File: src/rtl/uart_pkg.sv
// uart_pkg: shared parity selection and receiver state types
package uart_pkg;
  typedef enum logic [1:0] {PAR_NONE, PAR_EVEN, PAR_ODD} parity_t;
  typedef enum logic [2:0] {ST_IDLE, ST_START, ST_DATA, ST_PARITY, ST_STOP} state_t;
endpackage

File: src/rtl/uart_sync2.sv
// uart_sync2: two-flop synchroniser for the asynchronous rx line, resets to idle-high
// ports: clk50m clock, rst_n async active-low reset, d raw input, q synchronised output
module uart_sync2 (
  input  logic clk50m,
  input  logic rst_n,
  input  logic d,
  output logic q
);
  logic m;
  always_ff @(posedge clk50m or negedge rst_n)
    if (!rst_n) {q, m} <= 2'b11;
    else {q, m} <= {m, d};
endmodule

File: src/rtl/uart_rx_cfg.sv
// uart_rx_cfg: configurable UART receiver (WIDTH data bits, optional parity, 1 or 2 stop bits)
// ports: clk50m/rst_n clock and async active-low reset; rx serial line; rx_ack consumer accept;
//        rx_data/rx_valid received word; rx_idle receiver idle; rx_frame_err/rx_parity_err/rx_overrun sticky flags
module uart_rx_cfg import uart_pkg::*; #(
  parameter int      WIDTH     = 8,
  parameter int      FCLK      = 50000000,
  parameter int      FBAUD     = 115200,
  parameter parity_t PARITY    = PAR_NONE,
  parameter int      STOP_BITS = 1
) (
  input  logic             clk50m,
  input  logic             rst_n,
  input  logic             rx,
  input  logic             rx_ack,
  output logic [WIDTH-1:0] rx_data,
  output logic             rx_valid,
  output logic             rx_idle,
  output logic             rx_frame_err,
  output logic             rx_parity_err,
  output logic             rx_overrun
);
  localparam int DIV  = FCLK / FBAUD;
  localparam int HALF = DIV / 2;
  localparam int TW   = $clog2(DIV);
  localparam int CW   = $clog2(WIDTH);
  if (WIDTH < 5 || WIDTH > 9) begin : g_bad_width
    $error("uart_rx_cfg: WIDTH must be 5..9");
  end
  if (STOP_BITS < 1 || STOP_BITS > 2) begin : g_bad_stop
    $error("uart_rx_cfg: STOP_BITS must be 1 or 2");
  end
  if (DIV < 4) begin : g_bad_div
    $error("uart_rx_cfg: FCLK/FBAUD must be at least 4");
  end
  state_t           state;
  logic [TW-1:0]    tmr;
  logic [CW-1:0]    bcnt;
  logic [WIDTH-1:0] shreg;
  logic             rxs, rxs_d, perr, ferr, tick, fin, ack;
  uart_sync2 u_sync (.clk50m(clk50m), .rst_n(rst_n), .d(rx), .q(rxs));
  assign tick    = tmr == '0;
  // fin marks the final stop-bit sample; bcnt is reused as the stop-bit counter
  assign fin     = state == ST_STOP && tick && bcnt == CW'(STOP_BITS - 1);
  assign ack     = rx_ack && rx_valid;
  assign rx_idle = state == ST_IDLE;
  always_ff @(posedge clk50m or negedge rst_n)
    if (!rst_n) begin
      state         <= ST_IDLE;
      tmr           <= '0;
      bcnt          <= '0;
      shreg         <= '0;
      perr          <= 1'b0;
      ferr          <= 1'b0;
      rxs_d         <= 1'b1;
      rx_data       <= '0;
      rx_valid      <= 1'b0;
      rx_frame_err  <= 1'b0;
      rx_parity_err <= 1'b0;
      rx_overrun    <= 1'b0;
    end else begin
      rxs_d         <= rxs;
      rx_data       <= fin ? shreg : rx_data;
      rx_valid      <= fin || (rx_valid && !rx_ack);
      rx_overrun    <= (fin && rx_valid && !rx_ack) || (rx_overrun && !ack);
      rx_frame_err  <= (fin && (ferr || !rxs)) || (rx_frame_err && !ack);
      rx_parity_err <= (fin && perr) || (rx_parity_err && !ack);
      if (!tick) tmr <= tmr - TW'(1);
      case (state)
        ST_IDLE: if (rxs_d && !rxs) begin
          state <= ST_START;
          tmr   <= TW'(HALF - 1);
        end
        ST_START: if (tick) begin
          state <= rxs ? ST_IDLE : ST_DATA;
          tmr   <= TW'(DIV - 1);
          bcnt  <= '0;
          perr  <= 1'b0;
          ferr  <= 1'b0;
        end
        ST_DATA: if (tick) begin
          shreg <= {rxs, shreg[WIDTH-1:1]};
          tmr   <= TW'(DIV - 1);
          bcnt  <= bcnt == CW'(WIDTH - 1) ? '0 : bcnt + CW'(1);
          if (bcnt == CW'(WIDTH - 1)) state <= PARITY == PAR_NONE ? ST_STOP : ST_PARITY;
        end
        ST_PARITY: if (tick) begin
          perr  <= (^shreg ^ rxs) != (PARITY == PAR_ODD);
          tmr   <= TW'(DIV - 1);
          state <= ST_STOP;
        end
        ST_STOP: if (tick) begin
          ferr  <= ferr || !rxs;
          tmr   <= TW'(DIV - 1);
          bcnt  <= bcnt + CW'(1);
          if (fin) state <= ST_IDLE;
        end
        default: state <= ST_IDLE;
      endcase
    end
endmodule

File: config.mk
export PLATFORM = sky130hd
export DESIGN_NAME = uart_rx_cfg
export DESIGN_NICKNAME = d
export VERILOG_FILES = /design/src/rtl/uart_pkg.sv /design/src/rtl/uart_sync2.sv /design/src/rtl/uart_rx_cfg.sv
export SDC_FILE = /design/constraint.sdc
export NUM_CORES = 1
export LEC_CHECK = 0
export BUFFER_PORTS_ARGS = -buffer_cell sky130_fd_sc_hd__buf_2
export CELL_PAD_IN_SITES_DETAIL_PLACEMENT = 0
export CELL_PAD_IN_SITES_GLOBAL_PLACEMENT = 1
export CORE_UTILIZATION = 30
export CTS_CLUSTER_DIAMETER = 200
export DETAILED_ROUTE_END_ITERATION = 12
export GPL_ROUTABILITY_DRIVEN = 0
export PLACE_DENSITY = 0.5
export SETUP_SLACK_MARGIN = 0.2
export SLEW_MARGIN = 15
export SYNTH_ARGS = -nofsm -noshare
export SYNTH_HDL_FRONTEND = slang
export SYNTH_HIERARCHICAL = 1
export SYNTH_SLANG_ARGS = --single-unit
File: constraint.sdc
create_clock -name clk50m -period 3.94 [get_ports clk50m]
set_input_delay 0.197 -clock clk50m [delete_from_list [all_inputs] [get_ports clk50m]]
set_output_delay 0.197 -clock clk50m [all_outputs]
set_load 0.01 [all_outputs]
==> results.cfg <==
[outcome]
outcome = finished clean

[critical_path]
cp_top_family = simple AND/OR/NAND/NOR gates
cp_cell_sequence = inv_1 > ha_1 > nor2b_1 > nand3_2 > or3_1 > mux2_4
end_kind = flop
rrSetupSlack_ns = 1.47
start_kind = flop
reg2regPathDepth = 6
critical_path_depth = 6
timing.critical_path.buf_inv = 1
cp.required_ns = 4.12
max_stage_delay_ns = 0.66
worstSetupPathType = reg -> reg
slowest_stage = or3_1
arrival_ns = 2.64
r2r-end = shreg[0]
r2r_start = tmr[0]
cp_max_fo = 11

[yosys]
synth_edf_count = 0
seq_area_frac_synth = 0.485
syn_area_per_cell_um2 = 10.8
synth_fp_nets = 201
netlist_instances = 191
synth_seq_cells = 40
synth_area_mm2 = 0.00207
yosysWarnings = 6
async_reset_ff_frac = 1.00
yosysUniqueCellTypes = 45
synth_ff_type = dfrtp_1

[timing]
setup-violations-final = 0
skew_ns = 0.00684
fin_crit_ns = 2.47
fmax_ghz = 0.405
slew_headroom = 0.397
hold_violations = 0
worst_pin_slew_ns = 0.905
period_share = 0.627
fin_ws_ns = 1.47
final.setup.tns_ns = 0
drv_slew = 0
rsz0062_at_grt = false

[drt]
dr_total_vias = 1410
viasPerCell = 4.96
drt_iter0_markers = 63
routedWlPerCell_um = 14.8
drt-total-wl_um = 4210
dr.pass1.iters = 4
route.detailed.drc = 0
final_antenna_net_count = 0

[floorplan]
rows = 29
die_w_um = 85.1
dieArea_mm2 = 0.00724
fp.dieH_um = 85.1
start_util = 0.319
core_area_mm2 = 0.00649
io_pins = 17

[power_and_ir_drop]
seq_power_share = 0.503
switchingPower_uw = 407
p_sw_frac = 0.358
p_leak_nw = 1.09
p_int_uw = 729
power.share.clock = 0.238
power_frac_comb = 0.259
powerDensity_mw_per_mm2 = 496
ir_drop_v = 0.000255

[job]
maxCapViolations = 0

[cells_and_area]
finalInstanceArea_mm2 = 0.00229
multi_input_area_um2 = 983
fillerInstances = 647
nets = 216
final_common_cell = dfrtp_1
area_growth_pct = 10.6
drive_gt1_frac = 0.227
seqCellArea_mm2 = 0.00100
final_cell_mix = dfrtp_1, buf_2, nor2_1, nand2_1, a21oi_1
diodes = 0

[placed_design]
port_buffers = 16
place_ws_ns = 1.49
dpl_cell_area_mm2 = 0.00219
dpl.hpwl_um = 2970

[clock_tree]
ctsRootBufferMaster = clkbuf_8
cts_setup_buffers = 0
clk_latency_ns = 0.29
htree_levels = 2
cts_num_sinks = 40
cts_tree = done
clkSlewWorstSetupHoldPaths_ns = 0.08
cts_buffers = 5
clk_path_buf_depth = 2

[global_route]
antenna_found_initial = 0
grt_pass1_vias = 1403
grt_usage = 0.129
grt_max_degree = 41
grt_pass1_wl_um = 7230
grt.overflow.total = 0

[hold_path]
holdCritPathClass = in -> async
area by class of cell:
cell class / count / share of cell area
Clock inverter: 2 / 0.00546
Inverter: 8 / 0.0131
Tap cell: 77 / 0.0421
Clock buffer: 6 / 0.0317
Timing Repair Buffer: 17 / 0.0393
Sequential cell: 40 / 0.439
Multi-Input combinational cell: 134 / 0.430
per-stage QoR:
| step | power (mW) | std cells | hold WS, ns | utilization |
|---|---|---|---|---|
| 6_report | 1.14 | 284 | 0.0337 | 0.353 |
| 3_3_place_gp | 0.869 | 275 | 0.304 | 0.338 |
| 2_1_floorplan | 0.797 | 191 | -0.0986 | - |
| 5_1_grt | 1.23 | 284 | 0.0962 | 0.353 |
| 4_1_cts | 1.16 | 284 | 0.0596 | 0.353 |
| 3_5_place_dp | 0.877 | 275 | 0.303 | 0.338 |
power by group through the flow:
stage	clock network, mW	registers (mW)	logic [mW]
global placement	0	0.577	0.292
finish	0.270	0.571	0.295
detailed placement	0	0.580	0.297
global route	0.304	0.585	0.344
CTS	0.287	0.571	0.299
floorplan	0	0.531	0.267
cells by family (layout without fill, tap and decap cells):
family,after synthesis,in the layout,share of synthesized area
AND/OR/NAND/NOR,58,58,0.154
buffers and inverters,17,33,0.0399
AO/OA/AOI/OAI,39,39,0.118
adder cells (fa/ha/maj),6,6,0.0363
multiplexers,18,18,0.112
flip-flops,40,40,0.485
XOR/XNOR,13,13,0.0550
Yosys cell counts (4+ instances only):
master / count / area share
nor2_1: 15 / 0.027
nand2_1: 15 / 0.027
a21oi_1: 11 / 0.027
and3_1: 4 / 0.012
dfrtp_1: 37 / 0.45
ha_1: 6 / 0.036
clkbuf_1: 4 / 0.0072
xor2_1: 4 / 0.017
mux2_2: 9 / 0.049
o21ai_0: 10 / 0.024
inv_1: 8 / 0.015
mux2_4: 8 / 0.058
xnor2_1: 9 / 0.038
worst max-delay path by stage:
| stage | start | endpoint | slack (ns) |
|---|---|---|---|
| 2_1_floorplan | tmr[0] | rx_data[2] | 1.95 |
| 3_3_place_gp | tmr[0] | shreg[2] | 1.54 |
| 3_5_place_dp | tmr[0] | shreg[4] | 1.49 |
| 4_1_cts | tmr[0] | shreg[0] | 1.47 |
| 5_1_grt | tmr[0] | shreg[1] | 1.31 |
| 6_report | tmr[0] | shreg[0] | 1.47 |
routing by layer:
| metal | vias up | track usage | wire length (µm) |
|---|---|---|---|
| met5 | - | 0 | 0 |
| met4 | 0 | 0.0462 | 45 |
| met3 | 4 | 0.0331 | 121 |
| met2 | 21 | 0.172 | 1730 |
| met1 | 694 | 0.198 | 2310 |
| li1 | 691 | - | - |
registers in the layout, indices dropped and copies added, names as in the netlist:
| register | count |
|---|---|
| state | 3 |
| u_sync/q | 1 |
| tmr | 9 |
| rx_frame_err | 1 |
| rx_overrun | 1 |
| shreg | 8 |
| ferr | 1 |
| rx_parity_err | 1 |
| rxs_d | 1 |
| rx_valid | 1 |
| perr | 1 |
| rx_data | 8 |
| u_sync/m | 1 |
| bcnt | 3 |
worst register-to-register path: stages, from the launching register on:
cell	delay, ns
dfrtp_1	0.41
inv_1	0.09
ha_1	0.16
nor2b_1	0.34
nand3_2	0.31
or3_1	0.66
mux2_4	0.38
timing repair:
action	CTS	global route
hold endpoints to repair	1	0
hold buffers	1	0
gates resized for setup	0	0
Power figures use the tool's default switching activity.
